<file path="config.mk">
export PLATFORM = sky130hd
export DESIGN_NAME = if_id_skid
export DESIGN_NICKNAME = d
export VERILOG_FILES = /design/src/rtl/mips_pkg.sv /design/src/rtl/inst_fields.sv /design/src/rtl/if_id_skid.sv
export SDC_FILE = /design/constraint.sdc
export NUM_CORES = 1
export LEC_CHECK = 0
export BUFFER_PORTS_ARGS = -buffer_cell sky130_fd_sc_hd__buf_2
export CORE_AREA = 5 5 107 129
export DETAILED_ROUTE_END_ITERATION = 10
export DIE_AREA = 0 0 112 134
export HOLD_SLACK_MARGIN = 0.02
export PLACE_DENSITY = 0.86
export REMOVE_ABC_BUFFERS = 1
export SLEW_MARGIN = 20
export SYNTH_ARGS = -nofsm -noshare
export SYNTH_HDL_FRONTEND = slang
export SYNTH_SLANG_ARGS = --single-unit
</file>
<file path="constraint.sdc">
create_clock -name clk -period 1.8 [get_ports clk]
set_input_delay 0.36 -clock clk [delete_from_list [all_inputs] [get_ports clk]]
set_output_delay 0.36 -clock clk [all_outputs]
set_load 0.005 [all_outputs]
</file>
<file path="src/rtl/mips_pkg.sv">
// Shared MIPS31 definitions: instruction field positions, default widths and the NOP encoding.
package mips_pkg;

   localparam int DEF_INST_W = 32;
   localparam int DEF_PC_W   = 32;

   // Top bit of each field; the low bit follows from the field width.
   localparam int OP_HI = 31;
   localparam int RS_HI = 25;
   localparam int RT_HI = 20;
   localparam int RD_HI = 15;
   localparam int SH_HI = 10;
   localparam int FN_HI = 5;

   localparam logic [DEF_INST_W-1:0] NOP_WORD = 32'h0000_0000;

   typedef enum logic [1:0] {
      EMPTY = 2'b00,
      ONE   = 2'b01,
      TWO   = 2'b11
   } skid_state_t;

endpackage

</file>
<file path="src/rtl/inst_fields.sv">
// Combinational slicer splitting a 32-bit MIPS instruction word into its fields.
module inst_fields
   import mips_pkg::*;
(
   input  logic [31:0] inst,
   output logic [5:0]  op,
   output logic [4:0]  rs,
   output logic [4:0]  rt,
   output logic [4:0]  rd,
   output logic [4:0]  shamt,
   output logic [5:0]  funct,
   output logic [15:0] imm16,
   output logic [25:0] index26
);

   assign op      = inst[OP_HI -: 6];
   assign rs      = inst[RS_HI -: 5];
   assign rt      = inst[RT_HI -: 5];
   assign rd      = inst[RD_HI -: 5];
   assign shamt   = inst[SH_HI -: 5];
   assign funct   = inst[FN_HI -: 6];
   // Raw immediate; sign/zero extension is left to the ext16 stage.
   assign imm16   = inst[15:0];
   assign index26 = inst[25:0];

endmodule

</file>
<file path="src/rtl/if_id_skid.sv">
// IF/ID pipeline register with a two-entry skid buffer, valid/ready on both sides and flush.
module if_id_skid
   import mips_pkg::*;
#(
   parameter int INST_W = DEF_INST_W,
   parameter int PC_W   = DEF_PC_W
) (
   input  logic              clk,
   input  logic              rst,
   input  logic              in_valid,
   output logic              in_ready,
   input  logic [INST_W-1:0] in_inst,
   input  logic [PC_W-1:0]   in_pc,
   output logic              out_valid,
   input  logic              out_ready,
   input  logic              flush,
   output logic [INST_W-1:0] out_inst,
   output logic [PC_W-1:0]   out_pc,
   output logic [5:0]        out_op,
   output logic [4:0]        out_rs,
   output logic [4:0]        out_rt,
   output logic [4:0]        out_rd,
   output logic [4:0]        out_shamt,
   output logic [5:0]        out_funct,
   output logic [15:0]       out_imm16,
   output logic [25:0]       out_index26,
   output logic              out_nop
);

   skid_state_t       state_q, state_d;
   logic [INST_W-1:0] main_inst, skid_inst;
   logic [PC_W-1:0]   main_pc, skid_pc;
   logic              main_valid, skid_valid;
   logic              accept, consume;
   logic              load_main_in, load_main_skid, load_skid;

   // The state encoding is {skid_valid, main_valid}, so the valid bits are just state bits.
   assign main_valid = state_q[0];
   assign skid_valid = state_q[1];

   assign in_ready  = ~skid_valid;
   assign out_valid = main_valid;
   assign accept    = in_valid & in_ready;
   assign consume   = main_valid & out_ready;

   // NOTE: every always_comb output gets a default first so no path leaves it unassigned (no latch).
   always_comb begin
      state_d        = state_q;
      load_main_in   = 1'b0;
      load_main_skid = 1'b0;
      load_skid      = 1'b0;
      unique case (state_q)
         EMPTY: begin
            if (accept) begin
               state_d      = ONE;
               load_main_in = 1'b1;
            end
         end
         ONE: begin
            if (consume && accept) begin
               load_main_in = 1'b1;
            end else if (consume) begin
               state_d = EMPTY;
            end else if (accept) begin
               state_d   = TWO;
               load_skid = 1'b1;
            end
         end
         TWO: begin
            if (consume) begin
               state_d        = ONE;
               load_main_skid = 1'b1;
            end
         end
         default: state_d = EMPTY;
      endcase
      // A flushed word must not even reach the stale data registers seen on the outputs.
      if (flush) begin
         state_d        = EMPTY;
         load_main_in   = 1'b0;
         load_main_skid = 1'b0;
         load_skid      = 1'b0;
      end
   end

   // NOTE: sequential state uses non-blocking assignments so all registers update from pre-edge values.
   always_ff @(posedge clk) begin
      if (rst) begin
         state_q <= EMPTY;
      end else begin
         state_q <= state_d;
      end
   end

   // NOTE: data registers are reset too so the field outputs read zero straight out of reset.
   always_ff @(posedge clk) begin
      if (rst) begin
         main_inst <= '0;
         main_pc   <= '0;
         skid_inst <= '0;
         skid_pc   <= '0;
      end else begin
         if (load_main_in) begin
            main_inst <= in_inst;
            main_pc   <= in_pc;
         end else if (load_main_skid) begin
            main_inst <= skid_inst;
            main_pc   <= skid_pc;
         end
         if (load_skid) begin
            skid_inst <= in_inst;
            skid_pc   <= in_pc;
         end
      end
   end

   assign out_inst = main_inst;
   assign out_pc   = main_pc;
   assign out_nop  = main_valid & (main_inst == NOP_WORD);

   inst_fields u_fields (
      .inst    (main_inst),
      .op      (out_op),
      .rs      (out_rs),
      .rt      (out_rt),
      .rd      (out_rd),
      .shamt   (out_shamt),
      .funct   (out_funct),
      .imm16   (out_imm16),
      .index26 (out_index26)
   );

endmodule

</file>
==> reports/metrics.cfg, run 1 <==
[drt]
ant_nets=0
via_per_inst=5.19
drtIter0Drc=318
drc=0
routed_wl_mm=15.2
drtPass1Iterations=4
vias=5120
wire_per_inst_um=15.4

[cts]
clock_latency_ns=0.41
cts_buffers=17
cts_root_buf=clkbuf_16
clk_pin_slew_ns=0.06
cts_hold_buf=0
cts_sinks=130
htreeDepth=4
clockBufferDepth=2
cts_tree=done

[cells_and_area]
final_common_cell=buf_2
fin_cells=986
final_cell_mix=buf_2 (208), nand2_1 (131), dfxtp_1 (124)
drive_gt1_share_pct=38.1
n_antenna_cell=0
nets=882
syn_to_final_growth_pct=24.3

[synth]
synth_seq_area_share_pct=43.0
syn_area_um2=6050
avgSynthCellArea_um2=8.97
synth-main-ff-cell=dfxtp_1
synth_top_family_by_area=compound AO/OA/AOI/OAI gates
synth-xor-area-share_pct=0
synth.area.mux_share_pct=10.6
ys_warn_count=0
synthAdderAreaFrac_pct=0.827
ys_top_cells_by_area=dfxtp_1 (43%), mux2i_1 (11%), buf_4 (9.2%)
synth_cell_types=29
synth-async-reset-ratio_pct=0
synth_top_cell_area_share_pct=43.0
yosys_register_bits=130
synth_compound_area_share_pct=16.5
synth_edf_count=0
yosys.area_share.simple_pct=14.2
yosysTopAreaCell=dfxtp_1
syn_inst=674

[timing]
fmax_ghz=0.497
hold_violations=0
worst_pin_slew_ns=0.373
max-slew-margin-rel_pct=75.1
finalWorstSetupSlack_ns=-0.212
maxSlewViolCount=0
setup_violations=1
fin_skew_ns=0.0133
timing.final.crit_share_pct=112
min_period_ns=2.01
rsz0062_at_grt=true
fin_setup_tns_ns=-0.212

[setup_path]
path_buf_inv=2
crit_type=flip-flop to primary output
cp.arrival_ns=1.65
cp_cell_sequence=nor4_4 > buf_4 > nand4_1 > nor3_2 > buf_2
worst_setup_path_end_kind=primary output
critical_path.max_fanout=4
cpLargestDelayFamily=simple AND/OR/NAND/NOR gates
slowest_stage=dfxtp_2
crit_required_ns=1.44
max_stage_delay_ns=0.34
crit_path_start_kind=flip-flop

[global_routing]
grt_pass1_wl_mm=22.6
antenna_found_initial=0
track_usage_pct=18.0
grt_start_max_net_pins=67
grt_pass1_vias=4709
overflow=0

[floorplanning]
die_x_um=112
core_area_um2=12400
initial_core_util_pct=48.6
die-area_um2=15000
num_rows=45
ios=210
die_h_um=134

[pwr]
leakagePower_nw=3.68
peakVddDrop_mv=0.698
total_power_mw=7.51
p_per_area_nw_per_um2=999

[place]
io_buffers=209
gp_congestion=0.757
dp.cells=945
hpwl_mm=9.75

[outcome]
violations=setup timing
outcome=complete, but fails checks

[min_path]
hold_class=primary input to flip-flop

[job]
maxCapViolCount=0

## timing repair
action                     in CTS  in global routing
pin swaps                       4                  2
gates resized for setup        13                 10
setup endpoints to repair       1                 65
gates cloned                    0                  4
setup buffers                   1                  4
## metal layers
layer / track usage [%] / wire length (um) / up-vias
li1: - / - / 2512
met1: 21.3 / 6200 / 2414
met2: 31.4 / 7750 / 169
met3: 5.01 / 952 / 25
met4: 6.01 / 303 / 0
met5: 0 / 0 / -
## cells in the mapped netlist (2+ instances only)
master and count:
a211oi_2 25, nand2_1 132, dfxtp_1 130, inv_1 2, nor3_1 2, nor2_1 66, mux2i_1 64, clkbuf_1 20
a21oi_1 67, buf_2 13, buf_4 74, buf_6 8, buf_12 5, nand4_1 2, a211oi_1 39, o21ai_1 2
ha_1 4, a41o_1 2, nor4_1 7
## registers in the layout (all words and copies together) (netlist names)
| name | cells |
|---|---|
| skid_pc | 32 |
| state_q | 2 |
| out_pc | 32 |
| out_inst | 32 |
| skid_inst | 32 |
## worst reg2reg max path, stage by stage, from the launching register on
cell and delay [ns]:
dfxtp_1 0.34, buf_4 0.17, ha_1 0.20, nand4b_1 0.10, buf_4 0.15, buf_12 0.24, mux2i_1 0.17, a211oi_1 0.29
## stage by stage
stage,utilization (%),instance area (um2),setup slack (ns),hold WS [ns]
floorplan,-,5160,-4.43,0.425
global placement,53.7,6680,-0.138,0.441
detailed placement,53.7,6680,-0.153,0.446
CTS,59.0,7340,-0.231,0.189
global route,60.4,7520,-0.269,0.191
finish,60.4,7520,-0.212,0.201
## cells by family after synthesis
kind of cell    count (synthesis)
simple gates                  215
fa+ha+maj                       4
flops                         130
mux                            64
compound gates                138
buf+inv                       123
## layout make-up
class,instances,area (um2)
clock buffers,19,443
clock inverters,13,161
well taps,164,205
inverters,2,7.51
multi-input cells,421,2640
flip-flops and latches,130,2610
repair buffers,237,1450
fillers,1105,4920
## where the power goes
| part | internal [mW] | switching [mW] | total (mW) |
|---|---|---|---|
| combinational | 0.443 | 0.464 | 0.908 |
| clock | 2.21 | 1.25 | 3.46 |
| sequential | 3.02 | 0.124 | 3.14 |
| total | 5.67 | 1.84 | 7.51 |
## final timing paths
path	start	endpoint	slack [ns]	cells after the start
worst min register to register	skid_inst[26]	skid_inst[26]	0.45	2
worst max-delay path	out_inst[30]	out_nop	-0.21	5
worst max register to register	state_q[0]	out_inst[22]	0.04	7
worst min-delay path	in_pc[11]	skid_pc[11]	0.20	3
No activity file was read; power rests on OpenSTA's default activity.
==> run 2: changes to the inputs <==
Settings changed: CTS_BUF_LIST set to sky130_fd_sc_hd__clkbuf_2 sky130_fd_sc_hd__clkbuf_4 sky130_fd_sc_hd__clkbuf_8.
==> reports/metrics.cfg, run 2 (synthesized netlist as in run 1, its figures left out) <==
[timing]
timing.final.crit_share_pct=113  ; +1.4 points
fin_skew_ns=0.00896  ; -0.00433 ns
max-slew-margin-rel_pct=75.3  ; +0.19 points
fmax_ghz=0.491  ; -1.2%
min_period_ns=2.04  ; +0.0254 ns
hold_violations=0  ; unchanged
rsz0062_at_grt=true
worst_pin_slew_ns=0.370  ; -0.00279 ns
setup_violations=1  ; unchanged
finalWorstSetupSlack_ns=-0.237  ; -0.0254 ns
maxSlewViolCount=0  ; unchanged

[drt]
drc=0  ; unchanged
wire_per_inst_um=15.7  ; +2.0%
drtIter0Drc=261  ; -18%
vias=5120  ; unchanged
ant_nets=0  ; unchanged
routed_wl_mm=15.6  ; +2.4%
via_per_inst=5.17  ; -0.40%
drtPass1Iterations=5  ; +1

[place]
dp.cells=945  ; unchanged
place_area_um2=6680  ; unchanged
place_ws_ns=-0.153  ; unchanged
hpwl_mm=9.75  ; unchanged
io_buffers=209  ; unchanged
gp_congestion=0.757  ; unchanged

[cells_and_area]
syn_to_final_growth_pct=22.0
nets=886  ; +0.45%
fin_area_um2=7380  ; -1.9%
fin_cells=990  ; +0.41%
fin_util_pct=59.3  ; -1.1 points
n_antenna_cell=0  ; unchanged
final_common_cell=buf_2
drive_gt1_share_pct=38.4  ; +0.30 points
final_cell_mix=buf_2 (208), nand2_1 (131), dfxtp_1 (123)

[setup_path]
crit_required_ns=1.44  ; about the same
crit_type=flip-flop to primary output
worst_setup_path_end_kind=primary output
critical_path.max_fanout=4  ; unchanged
r2r_slack_ns=0.08  ; +0.04 ns
crit_path_start_kind=flip-flop
cp.arrival_ns=1.68  ; +0.03 ns
r2r-start=state_q[0]
worst_r2r_endpoint=out_inst[22]
r2r_cells=7  ; unchanged

[pwr]
netSwitchingPower_mw=1.73  ; -5.9%
peakVddDrop_mv=0.523  ; -25%
p_per_area_nw_per_um2=897  ; -10%
p_int_mw=4.88  ; -14%
leakagePower_nw=3.62  ; -1.5%
total_power_mw=6.62  ; -12%
pwr-share-seq_pct=47.4  ; +5.6 points
combPwrFrac_pct=13.9  ; +1.8 points
switching_share_pct=26.2  ; +1.7 points
clockPowerShare_pct=38.7  ; -7.4 points

[global_routing]
grt_pass1_vias=4667  ; -0.89%
overflow=0  ; unchanged
track_usage_pct=17.8  ; -0.19 points
grt_pass1_wl_mm=22.4  ; -0.83%
antenna_found_initial=0  ; unchanged
grt_start_max_net_pins=67  ; unchanged

[outcome]
outcome=complete, but fails checks
violations=setup timing

[cts]
cts_sinks=130  ; unchanged
clockBufferDepth=2  ; unchanged
htreeDepth=4  ; unchanged
cts_root_buf=clkbuf_8
clk_pin_slew_ns=0.08  ; +0.02 ns
clock_latency_ns=0.41  ; about the same
cts_buffers=17  ; unchanged
cts_hold_buf=0  ; unchanged
cts_tree=done

[floorplanning]
die-area_um2=15000  ; unchanged
die_x_um=112  ; unchanged
num_rows=45  ; unchanged
initial_core_util_pct=48.6  ; unchanged
ios=210  ; unchanged
core_area_um2=12400  ; unchanged
die_h_um=134  ; unchanged

[min_path]
min_to=skid_inst[14]
hold_class=primary input to flip-flop
hp-start=in_inst[14]
whs_path_depth=3  ; unchanged

[job]
maxCapViolCount=0  ; unchanged

-- run 2: cell count changes in the layout (fill, tap and decap cells not counted), sizes merged --
| cell | previous run | this run |
|---|---|---|
| buf | 233 | 235 |
| clkbuf | 23 | 25 |
-- run 2: repair_timing --
item,CTS,global route
cloned,0,7
gates resized for setup,13,9
buffers inserted,1,5
endpoints found under the setup margin,1,65
pin swaps,4,2
-- run 2: metal layers --
metal | routed length (um) | track usage (%) | share of wire (%) | vias up
li1 | - | - | - | 2513
met1 | 6390 | 21.1 | 41 | 2421
met2 | 7900 | 31.3 | 51 | 167
met3 | 1010 | 5.42 | 6.5 | 19
met4 | 273 | 4.81 | 1.8 | 0
met5 | 0 | 0 | 0 | -
-- run 2: power by group through the flow --
stage | sequential [mW] | combinational, mW | clock (mW)
after floorplan | 3.21 | 0.331 | 0
after global placement | 3.19 | 0.811 | 0
after detailed placement | 3.19 | 0.832 | 0
after CTS | 3.13 | 0.847 | 2.61
after global routing | 3.16 | 1.01 | 2.73
final | 3.13 | 0.920 | 2.56
-- run 2: critical path, stage by stage, from the launching register on --
cell and delay, ns:
dfxtp_2 0.35, nor4_4 0.34, buf_4 0.16, nand4_1 0.10, nor3_2 0.16, buf_2 0.15
-- run 2: cell type report --
| type | count | area [um2] |
|---|---|---|
| inverter | 2 | 7.51 |
| sequential | 130 | 2610 |
| clock inverter | 13 | 161 |
| tap | 164 | 205 |
| multi-input combinational | 421 | 2630 |
| fill | 1136 | 5060 |
| clock buffer | 19 | 255 |
| timing repair buffer | 241 | 1510 |
-- run 2: stage by stage --
step                      setup TNS (ns)  hold slack, ns
final                             -0.237           0.186
after global routing              -0.312           0.158
after CTS                         -0.255           0.164
after detailed placement          -0.153           0.446
after global placement            -0.138           0.441
after floorplan                  -317.12           0.425
-- run 2: worst max-delay path by stage --
stage | start | endpoint | cells past startpoint
after global placement | state_q[0] | out_nop | 6
after global routing | out_inst[29] | out_nop | 5
after CTS | out_inst[29] | out_nop | 5
after detailed placement | state_q[0] | out_nop | 6
final | out_inst[30] | out_nop | 5
after floorplan | state_q[1] | out_inst[0] | 6
